<file path="config.mk">
export PLATFORM = sky130hd
export DESIGN_NAME = channel_send_sequencer
export DESIGN_NICKNAME = d
export VERILOG_FILES = /design/src/rtl/channel_send_sequencer.sv
export SDC_FILE = /design/constraint.sdc
export NUM_CORES = 1
export LEC_CHECK = 0
export ABC_AREA = 1
export CELL_PAD_IN_SITES_DETAIL_PLACEMENT = 1
export CELL_PAD_IN_SITES_GLOBAL_PLACEMENT = 1
export CORE_ASPECT_RATIO = 1.4
export CORE_MARGIN = 4
export CORE_UTILIZATION = 39
export CTS_BUF_LIST = sky130_fd_sc_hd__clkbuf_8
export DETAILED_ROUTE_END_ITERATION = 10
export GPL_ROUTABILITY_DRIVEN = 0
export MAX_ROUTING_LAYER = met4
export PLACE_DENSITY = 0.78
export SKIP_CTS_REPAIR_TIMING = 1
export SKIP_LAST_GASP = 1
export SLEW_MARGIN = 20
export SYNTH_ARGS = -nofsm -noshare
export SYNTH_HDL_FRONTEND = slang
export SYNTH_SLANG_ARGS = --single-unit
</file>
<file path="constraint.sdc">
create_clock -name clk -period 2.47 [get_ports clk]
set_clock_uncertainty 0.15 [all_clocks]
set_input_delay 0.247 -clock clk [delete_from_list [all_inputs] [get_ports clk]]
set_output_delay 0.247 -clock clk [all_outputs]
set_load 0.02 [all_outputs]
</file>
<file path="src/rtl/channel_send_sequencer.sv">
// Per-channel transmit sequencer: clears the pre-FIFO on start, then plays
// frames from a circular SDRAM read window with blank gaps until stopped.
module channel_send_sequencer #(
    parameter int ADDR_W     = 16,
    parameter int LEN_W      = 16,
    parameter int CLR_CYCLES = 4
) (
    input  logic              clk,
    input  logic              reset_n,
    input  logic [LEN_W-1:0]  frame_len,
    input  logic [LEN_W-1:0]  blank_len,
    input  logic              start,
    input  logic              stop,
    input  logic [ADDR_W-1:0] rdaddr_begin,
    input  logic [ADDR_W-1:0] rdaddr_end,
    output logic              rd_req,
    output logic [ADDR_W-1:0] rd_addr,
    input  logic              rd_ack,
    output logic              fifo_clr,
    output logic              frame_active,
    output logic              blank_active,
    output logic              busy,
    output logic [LEN_W-1:0]  frame_cnt,
    output logic              cfg_err
);

    localparam logic [1:0] S_IDLE  = 2'd0;
    localparam logic [1:0] S_CLR   = 2'd1;
    localparam logic [1:0] S_FRAME = 2'd2;
    localparam logic [1:0] S_BLANK = 2'd3;

    localparam int CW = (CLR_CYCLES > 1) ? $clog2(CLR_CYCLES) : 1;
    localparam logic [CW-1:0] CLR_LAST = CW'(CLR_CYCLES - 1);

    logic [1:0]        state;
    logic [1:0]        state_nx;
    logic              start_d;
    logic              stop_d;
    logic              stop_pend;
    logic              stop_pend_nx;
    logic [LEN_W-1:0]  flen_l;
    logic [LEN_W-1:0]  blen_l;
    logic [ADDR_W-1:0] begin_l;
    logic [ADDR_W-1:0] end_l;
    logic [LEN_W-1:0]  word_cnt;
    logic [LEN_W-1:0]  word_nx;
    logic [LEN_W-1:0]  blank_cnt;
    logic [LEN_W-1:0]  blank_nx;
    logic [CW-1:0]     clr_cnt;
    logic [CW-1:0]     clr_nx;
    logic [ADDR_W-1:0] addr_nx;
    logic [LEN_W-1:0]  fcnt_nx;
    logic              err_nx;
    logic              latch;

    logic              start_rise;
    logic              stop_rise;
    logic              cfg_ok;
    logic              ack;
    logic              last_word;
    logic              stop_any;
    logic [ADDR_W-1:0] addr_inc;

    assign start_rise = start & ~start_d;
    assign stop_rise  = stop & ~stop_d;
    assign cfg_ok     = (frame_len != '0) && (rdaddr_begin <= rdaddr_end);
    // rd_req is high exactly while in FRAME, so it qualifies acks
    assign ack        = rd_req & rd_ack;
    assign last_word  = (word_cnt == flen_l - LEN_W'(1));
    assign stop_any   = stop_pend | stop_rise;
    assign addr_inc   = (rd_addr == end_l) ? begin_l : rd_addr + ADDR_W'(1);

    // Next-state and counter updates for the sequencer
    always_comb begin
        state_nx     = state;
        stop_pend_nx = stop_pend;
        addr_nx      = rd_addr;
        word_nx      = word_cnt;
        blank_nx     = blank_cnt;
        clr_nx       = clr_cnt;
        fcnt_nx      = frame_cnt;
        err_nx       = 1'b0;
        latch        = 1'b0;
        case (state)
            S_IDLE: begin
                stop_pend_nx = 1'b0;
                if (start_rise && !stop_rise) begin
                    if (cfg_ok) begin
                        latch    = 1'b1;
                        addr_nx  = rdaddr_begin;
                        fcnt_nx  = '0;
                        clr_nx   = '0;
                        state_nx = S_CLR;
                    end else begin
                        err_nx = 1'b1;
                    end
                end
            end
            S_CLR: begin
                if (stop_rise) stop_pend_nx = 1'b1;
                word_nx = '0;
                if (clr_cnt == CLR_LAST) state_nx = S_FRAME;
                else clr_nx = clr_cnt + CW'(1);
            end
            S_FRAME: begin
                if (stop_rise) stop_pend_nx = 1'b1;
                if (ack) begin
                    addr_nx = addr_inc;
                    word_nx = word_cnt + LEN_W'(1);
                    if (last_word) begin
                        fcnt_nx = frame_cnt + LEN_W'(1);
                        word_nx = '0;
                        if (stop_any) begin
                            state_nx     = S_IDLE;
                            stop_pend_nx = 1'b0;
                        end else if (blen_l != '0) begin
                            state_nx = S_BLANK;
                            blank_nx = '0;
                        end
                    end
                end
            end
            S_BLANK: begin
                if (stop_any) begin
                    state_nx     = S_IDLE;
                    stop_pend_nx = 1'b0;
                end else if (blank_cnt == blen_l - LEN_W'(1)) begin
                    state_nx = S_FRAME;
                    word_nx  = '0;
                end else begin
                    blank_nx = blank_cnt + LEN_W'(1);
                end
            end
            default: state_nx = S_IDLE;
        endcase
    end

    // State, counters, latched config and edge-detect history
    always_ff @(posedge clk or negedge reset_n) begin
        if (!reset_n) begin
            state     <= S_IDLE;
            start_d   <= 1'b0;
            stop_d    <= 1'b0;
            stop_pend <= 1'b0;
            flen_l    <= '0;
            blen_l    <= '0;
            begin_l   <= '0;
            end_l     <= '0;
            word_cnt  <= '0;
            blank_cnt <= '0;
            clr_cnt   <= '0;
        end else begin
            state     <= state_nx;
            start_d   <= start;
            stop_d    <= stop;
            stop_pend <= stop_pend_nx;
            word_cnt  <= word_nx;
            blank_cnt <= blank_nx;
            clr_cnt   <= clr_nx;
            if (latch) begin
                flen_l  <= frame_len;
                blen_l  <= blank_len;
                begin_l <= rdaddr_begin;
                end_l   <= rdaddr_end;
            end
        end
    end

    // Registered outputs decoded from the next state
    always_ff @(posedge clk or negedge reset_n) begin
        if (!reset_n) begin
            rd_req       <= 1'b0;
            rd_addr      <= '0;
            fifo_clr     <= 1'b0;
            frame_active <= 1'b0;
            blank_active <= 1'b0;
            busy         <= 1'b0;
            frame_cnt    <= '0;
            cfg_err      <= 1'b0;
        end else begin
            rd_req       <= (state_nx == S_FRAME);
            rd_addr      <= addr_nx;
            fifo_clr     <= (state_nx == S_CLR);
            frame_active <= (state_nx == S_FRAME);
            blank_active <= (state_nx == S_BLANK);
            busy         <= (state_nx != S_IDLE);
            frame_cnt    <= fcnt_nx;
            cfg_err      <= err_nx;
        end
    end

endmodule

</file>
==> flow_summary_export.csv <==
group,metric,value,unit
synth,yosysMostFrequentCell,"nand2_1",
sta,hold_viol,0,
global_route,antenna_found_initial,0,
finish,finalNonFillerCells,1760,
synth,yosys_warnings,0,
synth,async_flop_share,100.0,%
clock_network,clkSinkCount,140,
floorplanning,die_x,138.5,um
sta,setup_viol,0,
worst_setup_path,critical_path.endpoint_type,"flop",
sta,slew_headroom,54.69,%
place,hpwl,22050,um
drt,post-route-drc-count,0,
sta,fin_crit_sh,99.23,%
place,numPortBuffers,106,
global_route,grt_usage,22.50,%
worst_setup_path,reg2reg_depth,15,
global_route,grt_pass1_vias,9437,
floorplanning,io_pins,107,
pwr,p_leak,5.488,nW
finish,regArea,3506,sq um
synth,syn_nets,1355,
synth,synth_cell_types,42,
pwr,swShare,43.70,%
pwr,irDropWorstVdd,571.3,uV
pwr,power.density,985.9,nW/um^2
synth,ys.flop_type,"dfrtp_1",
worst_setup_path,cp.required,2.69,ns
pwr,combPwrFrac,49.4,%
drt,postRouteAntennaNets,0,
pwr,total_power,11.98,mW
finish,multiInputGateArea,5339,sq um
floorplanning,rows,66,
place,dp.cells,1714,
drt,dr.pass1.iters,4,
clock_network,htree_levels,4,
worst_setup_path,critPathArrivalTime,2.67,ns
worst_setup_path,start_kind,"flop",
global_route,grt_overflow,0,
floorplanning,coreArea,23370,sq um
worst_setup_path,reg2reg_slack,0.02,ns
sta,fmax,408.0,MHz
finish,diodes,0,
drt,viasPerCell,5.150,
worst_setup_path,critPathKind,"flop to flop",
finish,area.growth.synth_to_final,30.62,%
synth,ys_ff_latch,140,
finish,fillers,2922,
worst_setup_path,r2r_end,"blank_cnt[13]",
place,place_area,11260,sq um
sta,fin_ws,0.01914,ns
worst_hold_path,hold_class,"input pin to async pin",
drt,vias,9064,
sta,slew_viol_final,0,
synth,syn_inst,1259,
finish,final_area,12150,sq um
sta,rsz0062_at_grt,"true",
clock_network,clockBufferDepth,2,
clock_network,root_buffer,"clkbuf_8",
clock_network,clk_latency,0.48,ns
pwr,internal-power,6.746,mW
floorplanning,die_h,190.8,um
synth,netlist_top_cells_area,"dfrtp_1 38%, nand2_1 13%, inv_1 5.3%",
global_route,grt_max_degree,61,
synth,ys_seq_area_share,37.65,%
finish,drive_gt1_share,18.43,%
place,pre_cts_ws,-0.3228,ns
finish,nets,1537,
synth,synth_top_area_share,37.65,%
global_route,grt_first_pass_wirelength,46910,um
run_status,status,"finished clean",
clock_network,clk_pin_slew,0.08,ns
finish,fin_util,52.01,%
drt,wirelength,29200,um
worst_setup_path,critPathMaxFanout,14,
synth,syn_area,9305,sq um
synth,netlist_top_cells_count,"314 x nand2_1, 140 x dfrtp_1, 131 x inv_1",
sta,finalCriticalPeriod,2.451,ns
synth,yosysTopAreaCell,"dfrtp_1",
synth,synth_area_per_cell,7.391,sq um
drt,wl_per_cell,16.59,um
sta,tightest_slew,0.6735,ns
pwr,switching_power,5.237,mW
worst_setup_path,rr_startpoint,"flen_l[3]",
pwr,clkPwrFrac,18.6,%
pwr,power_frac_seq,32.0,%
floorplanning,die-area,26430,sq um
floorplanning,start_util,39.82,%
clock_network,cts_buffers,17,
drt,drt_iter0_drc,288,
flow_run,cap_violations,0,
clock_network,cts_tree,"done",
synth,synth_edf_count,0,
[worst max-delay path: stages (launching register included)]
cell and delay (ns):
dfrtp_1 0.48, nor2_4 0.18, nand2_2 0.11, nor2_8 0.18
nand2_1 0.08, nand2_1 0.08, nand2_2 0.07, nor2_2 0.09
nand2_2 0.09, nor2_8 0.14, nand2_4 0.09, o21ai_4 0.15
nand3_4 0.14, buf_12 0.19, nand2_1 0.07, o21ai_2 0.05
[sequential cells by signal, summed over array words and instances (netlist names)]
register / count
begin_l: 16
blank_cnt: 16
blen_l: 16
end_l: 16
flen_l: 16
frame_cnt: 16
rd_addr: 16
word_cnt: 16
clr_cnt: 2
state: 2
blank_active: 1
busy: 1
cfg_err: 1
fifo_clr: 1
frame_active: 1
start_d: 1
stop_d: 1
stop_pend: 1
[power by group through the flow]
stage / logic [mW] / registers (mW) / clock network [mW]
floorplan: 3.29 / 3.82 / 0
global placement: 5.21 / 3.81 / 0
detailed placement: 5.39 / 3.83 / 0
CTS: 5.41 / 3.80 / 2.27
global route: 6.56 / 3.95 / 2.37
finish: 5.92 / 3.84 / 2.22
[how the worst max path moves through the flow]
| stage | cells past startpoint | to | slack, ns | startpoint |
|---|---|---|---|---|
| CTS | 14 | word_cnt[5] | -0.15 | blen_l[1] |
| detailed placement | 11 | flen_l[8] | -0.32 | rdaddr_end[7] |
| finish | 15 | blank_cnt[13] | 0.02 | flen_l[3] |
| global placement | 7 | flen_l[9] | -0.27 | frame_len[12] |
| floorplan | 16 | blank_cnt[10] | 0.14 | flen_l[0] |
| global route | 16 | blank_cnt[15] | -0.11 | flen_l[1] |
[layout by cell type (no fill, tap or decap), drive strengths merged]
| master | count |
|---|---|
| nor3 | 28 |
| and2 | 1 |
| o21a | 1 |
| nand3 | 73 |
| inv | 140 |
| bufinv | 5 |
| clkbuf | 20 |
| ha | 27 |
| o211ai | 3 |
| dlygate4sd3 | 1 |
| a31oi | 3 |
| clkinv | 5 |
| nor4 | 13 |
| clkinvlp | 5 |
| dfrtp | 140 |
| xor2 | 51 |
| o21ai | 129 |
| nand2 | 332 |
| buf | 93 |
| or2 | 17 |
| nand3b | 16 |
| clkdlybuf4s50 | 105 |
| o22ai | 3 |
| mux2 | 12 |
| nor2 | 122 |
| a21oi | 55 |
| nand4 | 24 |
| o21bai | 3 |
| xnor2 | 27 |
[metal layers]
layer  GRT usage [%]  part of all wire (%)  up-vias
met3           3.588                   2.7       48
met4           6.806                   2.3        0
met1           24.75                    40     4423
met2           41.75                    55      151
li1                -                     -     4442
met5               -                     0        -
[cells by family after synthesis]
logic type      after synthesis  share of synthesized area (%)
simple gates                626                          30.68
compound gates              197                          11.59
buf+inv                     179                          7.651
flops                       140                          37.65
xor+xnor                     78                          7.342
fa+ha+maj                    27                          3.630
mux                          12                          1.452
[stage by stage]
step	hold WS [ns]	setup TNS [ns]
6_report	0.1613	0
5_1_grt	0.1493	-2.946
4_1_cts	-0.3998	-3.526
3_5_place_dp	0.1245	-28.69
3_3_place_gp	0.1216	-20.40
2_1_floorplan	-0.1986	0
[layout make-up]
| type | instances | share of cell area [%] |
|---|---|---|
| repair buffers | 201 | 15.82 |
| well taps | 306 | 3.150 |
| clock buffers | 18 | 2.038 |
| multi-input cells | 940 | 43.93 |
| inverters | 141 | 4.416 |
| flip-flops and latches | 140 | 28.84 |
| clock inverters | 14 | 1.802 |
No activity file was read; power rests on OpenSTA's default activity.
